**src/rtl/seg_scan_if.sv**
```systemverilog
// Bus between the segment pattern generator and the seven-segment scanner:
// eight active-low patterns in, shared segment bus and digit enables out.
interface seg_scan_if;
  logic       en;
  logic [7:0] seg0;
  logic [7:0] seg1;
  logic [7:0] seg2;
  logic [7:0] seg3;
  logic [7:0] seg4;
  logic [7:0] seg5;
  logic [7:0] seg6;
  logic [7:0] seg7;
  logic [7:0] seg_out;
  logic [7:0] an;
  logic [2:0] digit_idx;
  logic       frame_done;
  // Debug view of the scanner FSM: 1 while a scan frame is in progress.
  logic       scanning;

  modport master (
    output en, seg0, seg1, seg2, seg3, seg4, seg5, seg6, seg7,
    input  seg_out, an, digit_idx, frame_done, scanning
  );

  modport slave (
    input  en, seg0, seg1, seg2, seg3, seg4, seg5, seg6, seg7,
    output seg_out, an, digit_idx, frame_done, scanning
  );
endinterface

```
**src/rtl/seg_scan.sv**
```systemverilog
// Time-multiplexed seven-segment scanner: one digit per CLK_DIV-cycle slot,
// BLANK_CYCLES of all-off at each slot start, patterns captured once per frame.
module seg_scan #(
  parameter int CLK_DIV      = 1000,
  parameter int BLANK_CYCLES = 16
) (
  input logic      clk,
  input logic      rst,
  seg_scan_if.slave bus
);
  localparam int SW = (CLK_DIV > 1) ? $clog2(CLK_DIV) : 1;
  localparam logic [SW-1:0] SLOT_LAST = SW'(CLK_DIV - 1);

  typedef enum logic {ST_IDLE, ST_SCAN} state_t;

  state_t        state, state_nxt;
  logic [SW-1:0] slot, slot_nxt;
  logic [2:0]    dig, dig_nxt;
  logic [7:0]    shadow [8];
  logic [7:0]    shadow_nxt [8];
  logic [7:0]    seg_in [8];
  logic [7:0]    seg_out_q, seg_out_nxt;
  logic [7:0]    an_q, an_nxt;
  logic          fd_q, fd_nxt;
  logic          blank;

  always_ff @(posedge clk) begin
    if (rst) begin
      state     <= ST_IDLE;
      slot      <= '0;
      dig       <= '0;
      shadow    <= '{default: 8'hFF};
      seg_out_q <= 8'hFF;
      an_q      <= 8'hFF;
      fd_q      <= 1'b0;
    end else begin
      state     <= state_nxt;
      slot      <= slot_nxt;
      dig       <= dig_nxt;
      shadow    <= shadow_nxt;
      seg_out_q <= seg_out_nxt;
      an_q      <= an_nxt;
      fd_q      <= fd_nxt;
    end
  end

  // Outputs are computed from the next slot/digit so they line up with the
  // edge that advances the counters; a wrap edge displays the fresh capture.
  always_comb begin
    seg_in      = '{bus.seg0, bus.seg1, bus.seg2, bus.seg3,
                    bus.seg4, bus.seg5, bus.seg6, bus.seg7};
    state_nxt   = ST_IDLE;
    slot_nxt    = '0;
    dig_nxt     = '0;
    shadow_nxt  = shadow;
    seg_out_nxt = 8'hFF;
    an_nxt      = 8'hFF;
    fd_nxt      = 1'b0;
    blank       = 1'b1;
    if (bus.en) begin
      state_nxt = ST_SCAN;
      if (state == ST_SCAN) begin
        if (slot == SLOT_LAST) begin
          slot_nxt = '0;
          dig_nxt  = dig + 3'd1;
        end else begin
          slot_nxt = slot + SW'(1);
          dig_nxt  = dig;
        end
      end
      if (slot_nxt == '0 && dig_nxt == 3'd0) shadow_nxt = seg_in;
      blank = int'(slot_nxt) < BLANK_CYCLES;
      if (!blank) begin
        an_nxt      = ~(8'b1 << dig_nxt);
        seg_out_nxt = shadow_nxt[dig_nxt];
      end
      fd_nxt = (slot_nxt == SLOT_LAST) && (dig_nxt == 3'd7);
    end
  end

  assign bus.seg_out    = seg_out_q;
  assign bus.an         = an_q;
  assign bus.digit_idx  = dig;
  assign bus.frame_done = fd_q;
  assign bus.scanning   = (state == ST_SCAN);
endmodule

```
**src/flat_wrapper.sv**
```systemverilog
// flat-port wrapper written by rule: the top's interface ports become plain ports
module seg_scan_flat 
#(
  parameter int CLK_DIV      = 1000,
  parameter int BLANK_CYCLES = 16
)
  (clk, rst, bus_en, bus_seg0, bus_seg1, bus_seg2, bus_seg3, bus_seg4, bus_seg5, bus_seg6, bus_seg7, bus_seg_out, bus_an, bus_digit_idx, bus_frame_done, bus_scanning);
  seg_scan_if bus_i ();
  input logic clk;
  input logic rst;
  input wire logic [$bits(bus_i.en)-1:0] bus_en;
  input wire logic [$bits(bus_i.seg0)-1:0] bus_seg0;
  input wire logic [$bits(bus_i.seg1)-1:0] bus_seg1;
  input wire logic [$bits(bus_i.seg2)-1:0] bus_seg2;
  input wire logic [$bits(bus_i.seg3)-1:0] bus_seg3;
  input wire logic [$bits(bus_i.seg4)-1:0] bus_seg4;
  input wire logic [$bits(bus_i.seg5)-1:0] bus_seg5;
  input wire logic [$bits(bus_i.seg6)-1:0] bus_seg6;
  input wire logic [$bits(bus_i.seg7)-1:0] bus_seg7;
  output wire logic [$bits(bus_i.seg_out)-1:0] bus_seg_out;
  output wire logic [$bits(bus_i.an)-1:0] bus_an;
  output wire logic [$bits(bus_i.digit_idx)-1:0] bus_digit_idx;
  output wire logic [$bits(bus_i.frame_done)-1:0] bus_frame_done;
  output wire logic [$bits(bus_i.scanning)-1:0] bus_scanning;
  assign bus_i.en = bus_en;
  assign bus_i.seg0 = bus_seg0;
  assign bus_i.seg1 = bus_seg1;
  assign bus_i.seg2 = bus_seg2;
  assign bus_i.seg3 = bus_seg3;
  assign bus_i.seg4 = bus_seg4;
  assign bus_i.seg5 = bus_seg5;
  assign bus_i.seg6 = bus_seg6;
  assign bus_i.seg7 = bus_seg7;
  assign bus_seg_out = bus_i.seg_out;
  assign bus_an = bus_i.an;
  assign bus_digit_idx = bus_i.digit_idx;
  assign bus_frame_done = bus_i.frame_done;
  assign bus_scanning = bus_i.scanning;
  seg_scan #(.CLK_DIV(CLK_DIV), .BLANK_CYCLES(BLANK_CYCLES)) u_core (.clk(clk), .rst(rst), .bus(bus_i));
endmodule
```
**config.mk**
```make
export PLATFORM = sky130hd
export DESIGN_NAME = seg_scan_flat
export DESIGN_NICKNAME = d
export VERILOG_FILES = /design/src/rtl/seg_scan_if.sv /design/src/rtl/seg_scan.sv /design/src/flat_wrapper.sv
export SDC_FILE = /design/constraint.sdc
export NUM_CORES = 1
export LEC_CHECK = 0
export ABC_AREA = 1
export CORE_ASPECT_RATIO = 0.8
export CORE_MARGIN = 2
export CORE_UTILIZATION = 40
export DETAILED_ROUTE_END_ITERATION = 8
export PLACE_DENSITY = 0.62
export SYNTH_ARGS = -nofsm -noshare
export SYNTH_HDL_FRONTEND = slang
export SYNTH_SLANG_ARGS = --single-unit
export TNS_END_PERCENT = 50
```
**constraint.sdc**
```tcl
create_clock -name clk -period 3 [get_ports clk]
set_clock_uncertainty 0.1 [all_clocks]
set_input_delay 0.6 -clock clk [delete_from_list [all_inputs] [get_ports clk]]
set_output_delay 0.6 -clock clk [all_outputs]
set_load 0.05 [all_outputs]
```
==> results of run 1 <==
==> worst max path at each step <==
stage / cells after the start / endpoint / slack, ps / from
finish: 16 / u_core.bus.seg_out[0]$_SDFF_PP1_ / 270 / u_core.slot[0]$_SDFF_PP0_
global route: 16 / u_core.bus.seg_out[2]$_SDFF_PP1_ / 10 / u_core.slot[0]$_SDFF_PP0_
CTS: 16 / u_core.bus.seg_out[0]$_SDFF_PP1_ / 290 / u_core.slot[0]$_SDFF_PP0_
detailed placement: 16 / u_core.bus.seg_out[0]$_SDFF_PP1_ / 310 / u_core.slot[0]$_SDFF_PP0_
global placement: 15 / u_core.bus.seg_out[5]$_SDFF_PP1_ / 420 / u_core.slot[0]$_SDFF_PP0_
floorplan: 13 / u_core.bus.seg_out[0]$_SDFF_PP1_ / 580 / u_core.bus.digit_idx[0]$_SDFF_PP0_
==> cell families (layout without fill, tap and decap cells) <==
group,Yosys count,after routing
xor gates and xnor gates,2,2
AOI/OAI and AO/OA,88,88
buffers and inverters,147,217
and+or+nand+nor,396,396
DFF,95,95
adders and majority gates,3,3
==> worst reg2reg max path: cells and delay by family, from the launching register on <==
family,cells,cell delay (ps)
buffers and inverters,2,330
adder cells (fa/ha/maj),1,220
AND/OR/NAND/NOR,12,1450
AO/OA/AOI/OAI,1,150
flip-flops,1,350
==> state kept, by name, indices dropped and copies added, names as in the netlist <==
| signal | cells |
|---|---|
| u_core.bus.digit_idx | 3 |
| u_core.bus.seg_out | 8 |
| u_core.bus.scanning | 1 |
| u_core.bus.an | 8 |
| u_core.shadow | 64 |
| u_core.slot | 10 |
| u_core.bus.frame_done | 1 |
==> final cells by class <==
cell class | count | area share (%)
clock buffers | 9 | 3.50
clock inverters | 7 | 1.87
inverters | 101 | 5.90
multi-input cells | 489 | 40.2
flip-flops and latches | 95 | 29.6
well taps | 171 | 3.33
repair buffers | 100 | 15.6
==> power groups by stage <==
stage,Combinational (mW),Clock [mW],Sequential [mW]
floorplan,0.252,0,1.37
global placement,0.389,0,1.37
detailed placement,0.396,0,1.37
CTS,0.399,1.36,1.34
global route,0.445,1.41,1.35
finish,0.399,1.34,1.34
==> routing by layer <==
metal  up-vias  part of all wire (%)  global-route usage, %
met5         -                     0                      0
met4         0                   2.5                   8.13
met3        23                   5.8                   4.51
met2       173                    43                   31.1
met1      2335                    49                   31.3
li1       2563                     -                      -
==> cells in the final DEF, fill, tap and decap left out, types with 2 or more instances in the layout <==
cell type and instances:
nor2_2 2, buf_4 11, clkdlybuf4s50_1 86, nand2_1 139
nand3_2 2, clkbuf_16 9, buf_12 3, o211ai_1 61
o21ai_0 6, nand3b_1 51, nor4_1 4, bufinv_16 3
inv_1 97, nand3_1 153, nand2_2 3, dfxtp_1 95
nor2_4 4, nor2_1 36, a21oi_1 4, o21ai_1 17
inv_2 3, ha_1 3
==> through the flow <==
step	hold WS, ps	utilization (%)	cells	instance area, um2
floorplan	336	-	731	5120
global placement	355	49.3	956	6080
detailed placement	361	49.3	956	6080
CTS	377	52.1	972	6430
global route	402	52.1	972	6430
finish	370	52.1	972	6430
==> reports/metrics.csv, run 1 <==
metric,value,unit
initial_core_util,41.5,%
num_io_pins,88,
synth_edf_count,0,
htreeDepth,3,
drt_iter0_markers,451,
nNetsFinal,866,
yosysTopAreaCell,dfxtp_1,
slowest_stage,dfxtp_1,
cts_made_buffers,9,
wl_per_cell,14.8,um
pre_cts_ws,313,ps
path_buf_inv,2,
placementRows,36,
yosys_warnings,0,
setup_viol,0,
netSwitchingFraction,24.4,%
fillers,1224,
synthArstFlopShare,0,%
cts_hold_buf,0,
grt_max_degree,121,
synth_compound_area_share,11.6,%
antenna_cells,0,
r2r-end,u_core.bus.seg_out[0]$_SDFF_PP1_,
fin_setup_tns,0,ps
synth.mux.area_fraction,0,%
ant_nets,0,
hold_violations,0,
irDropWorstVdd,0.271,mV
p_leak,2.94,nW
switching_power,0.750,mW
drcViolationCount,0,
path_cells,ha_1 -> nand2_1 -> inv_2 -> nand3_1 -> nor2_4 -> nor2_2 -> nand3_1 -> nand3_1 -> nor2_4 -> nand2_2 -> buf_12 -> nand2_1 -> nand3_1 -> nand2_1 -> o21ai_1 -> nand3_1,
overflow,0,
clk_transition_reported_paths,70,ps
drv_cap,0,
area.growth.synth_to_final,25.7,%
seqPwrFrac,43.6,%
die_h,105,um
min_path_type,flip-flop to flip-flop,
relSlewSlack,23.2,%
ys_top_cells_by_area,"dfxtp_1 37%, nand3_1 15%, nand2_1 10%",
drt_wl_total,14400,um
io_buffers,87,
ys_seq_elements,95,
synth_top_area_share,37.2,%
arrival,2860,ps
cts_tree,done,
root_buffer,clkbuf_16,
synth-main-ff-cell,dfxtp_1,
netlist_area,0.00512,mm2
synthSimpleGateAreaFrac,37.8,%
track_usage,21.6,%
seqCellArea,0.00190,mm2
coreArea,0.0123,mm2
via_count,5094,
clk_latency,360,ps
layout-drive-gt1-share,5.49,%
grt_pass1_vias,4710,
ys_top_cells_by_count,"153 x nand3_1, 139 x nand2_1, 97 x inv_1",
synth_cells,731,
min_period_over_period,90.8,%
dieWidth,130,um
vias_per_cell,5.24,
cts_resized,0,
critical-path-max-stage-delay,350,ps
gp_congestion,0.823,
critical_path.top_delay_family,simple AND/OR/NAND/NOR gates,
hold_depth,2,
worst_slack,275,ps
p_clk_share,43.4,%
ff2ff_path_depth,16,
finalMaxSlewViolations,0,
synth_fa_ha_area_share,0.734,%
drtPass1Iterations,8,
ys_seq_area_share,37.2,%
powerDensity,479,mW/mm2
synth_most_common_cell,nand3_1,
post-route-min-period,2730,ps
p_int,2.33,mW
r2r_start,u_core.slot[0]$_SDFF_PP0_,
hpwl,9760,um
synth_top_family_by_area,simple AND/OR/NAND/NOR gates,
required,3130,ps
grt_pass1_wl,23200,um
crit_fanout,69,
combPwrFrac,13.0,%
cp-start-kind,flip-flop,
worst_pin_slew,1150,ps
rsz0062_at_grt,false,
syn_avg_cell_area,7.00,um2
syn-num-nets,801,
synth_xor_area_share,0.342,%
worst_path_most_repeated_cell,nand3_1,
post_cts_buffers,0,
clock_path_buffers,2,
multi_input_area,0.00259,mm2
rrSetupSlack,270,ps
grt_antenna_before_repair,0,
min_to,u_core.shadow[51]$_SDFFE_PP1P_,
end_kind,flip-flop,
p_total,3.08,mW
synth_cell_types,27,
dieArea,0.0137,mm2
cts_sinks,95,
hold_start,u_core.shadow[51]$_SDFFE_PP1P_,
run_status,"complete, no violations",
fmax,367,MHz
crit_type,flip-flop to flip-flop,
Power figures use the tool's default switching activity.
==> inputs of run 2 (changes only) <==
--- a/config.mk
+++ b/config.mk
@@ -11,6 +11,7 @@
 export CORE_UTILIZATION = 40
 export DETAILED_ROUTE_END_ITERATION = 8
 export PLACE_DENSITY = 0.62
+export SLEW_MARGIN = 20
 export SYNTH_ARGS = -nofsm -noshare
 export SYNTH_HDL_FRONTEND = slang
 export SYNTH_SLANG_ARGS = --single-unit
==> reports/metrics.csv, run 2 (synthesis results as in run 1) <==
metric,value,unit,change
coreArea,0.0123,mm2,unchanged
wl_per_cell,14.8,um,-0.12%
drtPass1Iterations,6,,-2
arrival,2850,ps,about the same
drv_cap,0,,unchanged
design_area,0.00643,mm2,about the same
run_status,"complete, no violations",,
grt_pass1_wl,23200,um,unchanged
setup_viol,0,,unchanged
required,3130,ps,about the same
final_cell_mix,"153 x nand3_1, 139 x nand2_1, 97 x inv_1, 95 x dfxtp_1, 86 x clkdlybuf4s50_1",,
min_path_type,flip-flop to flip-flop,,
hold_violations,0,,unchanged
die_h,105,um,unchanged
cp-start-kind,flip-flop,,
post-route-min-period,2720,ps,-6.90 ps
dieArea,0.0137,mm2,unchanged
worst_pin_slew,821,ps,-332 ps
io_buffers,87,,unchanged
grt_antenna_before_repair,0,,unchanged
top_regs,"u_core.shadow x64, u_core.slot x10",,
multi_input_area,0.00259,mm2,unchanged
netSwitchingFraction,24.4,%,+0.042 points
top_register,u_core.shadow,,
cts_hold_buf,0,,unchanged
clk_latency,360,ps,about the same
cts_resized,0,,unchanged
layout-drive-gt1-share,5.49,%,unchanged
dieWidth,130,um,unchanged
initial_core_util,41.5,%,unchanged
cts_tree,done,,
rsz0062_at_grt,false,,
min_period_over_period,90.6,%,-0.23 points
clock_path_buffers,2,,unchanged
htreeDepth,3,,unchanged
layout_commonest_cell,nand3_1,,
p_leak,2.94,nW,about the same
p_clk_share,43.4,%,about the same
p_int,2.33,mW,unchanged
fmax,368,MHz,+0.25%
drcViolationCount,0,,unchanged
ant_nets,0,,unchanged
via_count,5122,,+0.55%
antenna_cells,0,,unchanged
combPwrFrac,13.0,%,about the same
placementRows,36,,unchanged
num_io_pins,88,,unchanged
drt_iter0_markers,374,,-17%
post_cts_buffers,0,,unchanged
crit_fanout,69,,unchanged
area.growth.synth_to_final,25.8,%,about the same
overflow,0,,unchanged
p_total,3.08,mW,about the same
seqCellArea,0.00190,mm2,unchanged
utilization,52.1,%,about the same
hold_depth,2,,unchanged
crit_type,flip-flop to flip-flop,,
relSlewSlack,45.3,%,+22 points
fillers,1222,,-0.16%
seqPwrFrac,43.6,%,about the same
irDropWorstVdd,0.270,mV,-0.33%
vias_per_cell,5.27,,+0.55%
ff2ff_path_depth,16,,unchanged
clk_transition_reported_paths,70,ps,about the same
cts_sinks,95,,unchanged
grt_pass1_vias,4710,,unchanged
drt_wl_total,14400,um,-0.12%
cts_made_buffers,9,,unchanged
end_kind,flip-flop,,
track_usage,21.6,%,unchanged
hpwl,9760,um,unchanged
finalMaxSlewViolations,0,,unchanged
gp_congestion,0.823,,unchanged
switching_power,0.752,mW,+0.23%
grt_max_degree,121,,unchanged
placement.cell_area,0.00608,mm2,unchanged
nNetsFinal,866,,unchanged
fin_setup_tns,0,ps,unchanged
root_buffer,clkbuf_16,,
holdWs,378,ps,+7.29 ps
largest_register_ff_count,64,,unchanged
powerDensity,479,mW/mm2,about the same
[run 2: changes by cell type in the layout (fill, tap and decap cells not counted)]
cell	previous run	this run
buf_6	0	1
buf_4	11	10
[run 2: layer usage]
| metal | GRT usage [%] | routed length [um] | vias to the layer above |
|---|---|---|---|
| met2 | 31.1 | 6130 | 162 |
| met4 | 8.13 | 377 | 0 |
| met5 | 0 | 0 | - |
| li1 | - | - | 2566 |
| met1 | 31.3 | 7070 | 2369 |
| met3 | 4.51 | 811 | 25 |
[run 2: worst max-delay path, cell delays in order (launching register included)]
cell     delay, ps
dfxtp_1        350
ha_1           230
nand2_1        100
inv_2           60
nand3_1        110
nor2_4          60
nor2_2         240
nand3_1        190
nand3_1        160
nor2_4          60
nand2_2         70
buf_12         270
nand2_1        120
nand3_1         90
nand2_1        100
o21ai_1        150
nand3_1        100
[run 2: worst paths after layout]
path	start	end	slack [ps]
min reg2reg	u_core.shadow[51]$_SDFFE_PP1P_	u_core.shadow[51]$_SDFFE_PP1P_	380
max reg2reg	u_core.slot[0]$_SDFF_PP0_	u_core.bus.seg_out[0]$_SDFF_PP1_	280
max	u_core.slot[0]$_SDFF_PP0_	u_core.bus.seg_out[0]$_SDFF_PP1_	280
min	u_core.shadow[51]$_SDFFE_PP1P_	u_core.shadow[51]$_SDFFE_PP1P_	380
[run 2: per-stage QoR]
stage / worst slack [ps] / instances
2_1_floorplan: 578 / 731
3_3_place_gp: 418 / 956
3_5_place_dp: 313 / 956
4_1_cts: 286 / 972
5_1_grt: 13.8 / 972
6_report: 281 / 972
[run 2: power groups by stage]
| stage | combinational [mW] | sequential [mW] | clock, mW |
|---|---|---|---|
| 3_3_place_gp | 0.389 | 1.37 | 0 |
| 4_1_cts | 0.399 | 1.34 | 1.36 |
| 6_report | 0.399 | 1.34 | 1.34 |
| 2_1_floorplan | 0.252 | 1.37 | 0 |
| 3_5_place_dp | 0.396 | 1.37 | 0 |
| 5_1_grt | 0.445 | 1.35 | 1.41 |
[run 2: cell type report]
class	instances	share of cell area (%)
Sequential cell	95	29.6
Tap cell	171	3.33
Clock buffer	9	3.50
Multi-Input combinational cell	489	40.2
Timing Repair Buffer	100	15.7
Inverter	101	5.89
Clock inverter	7	1.87
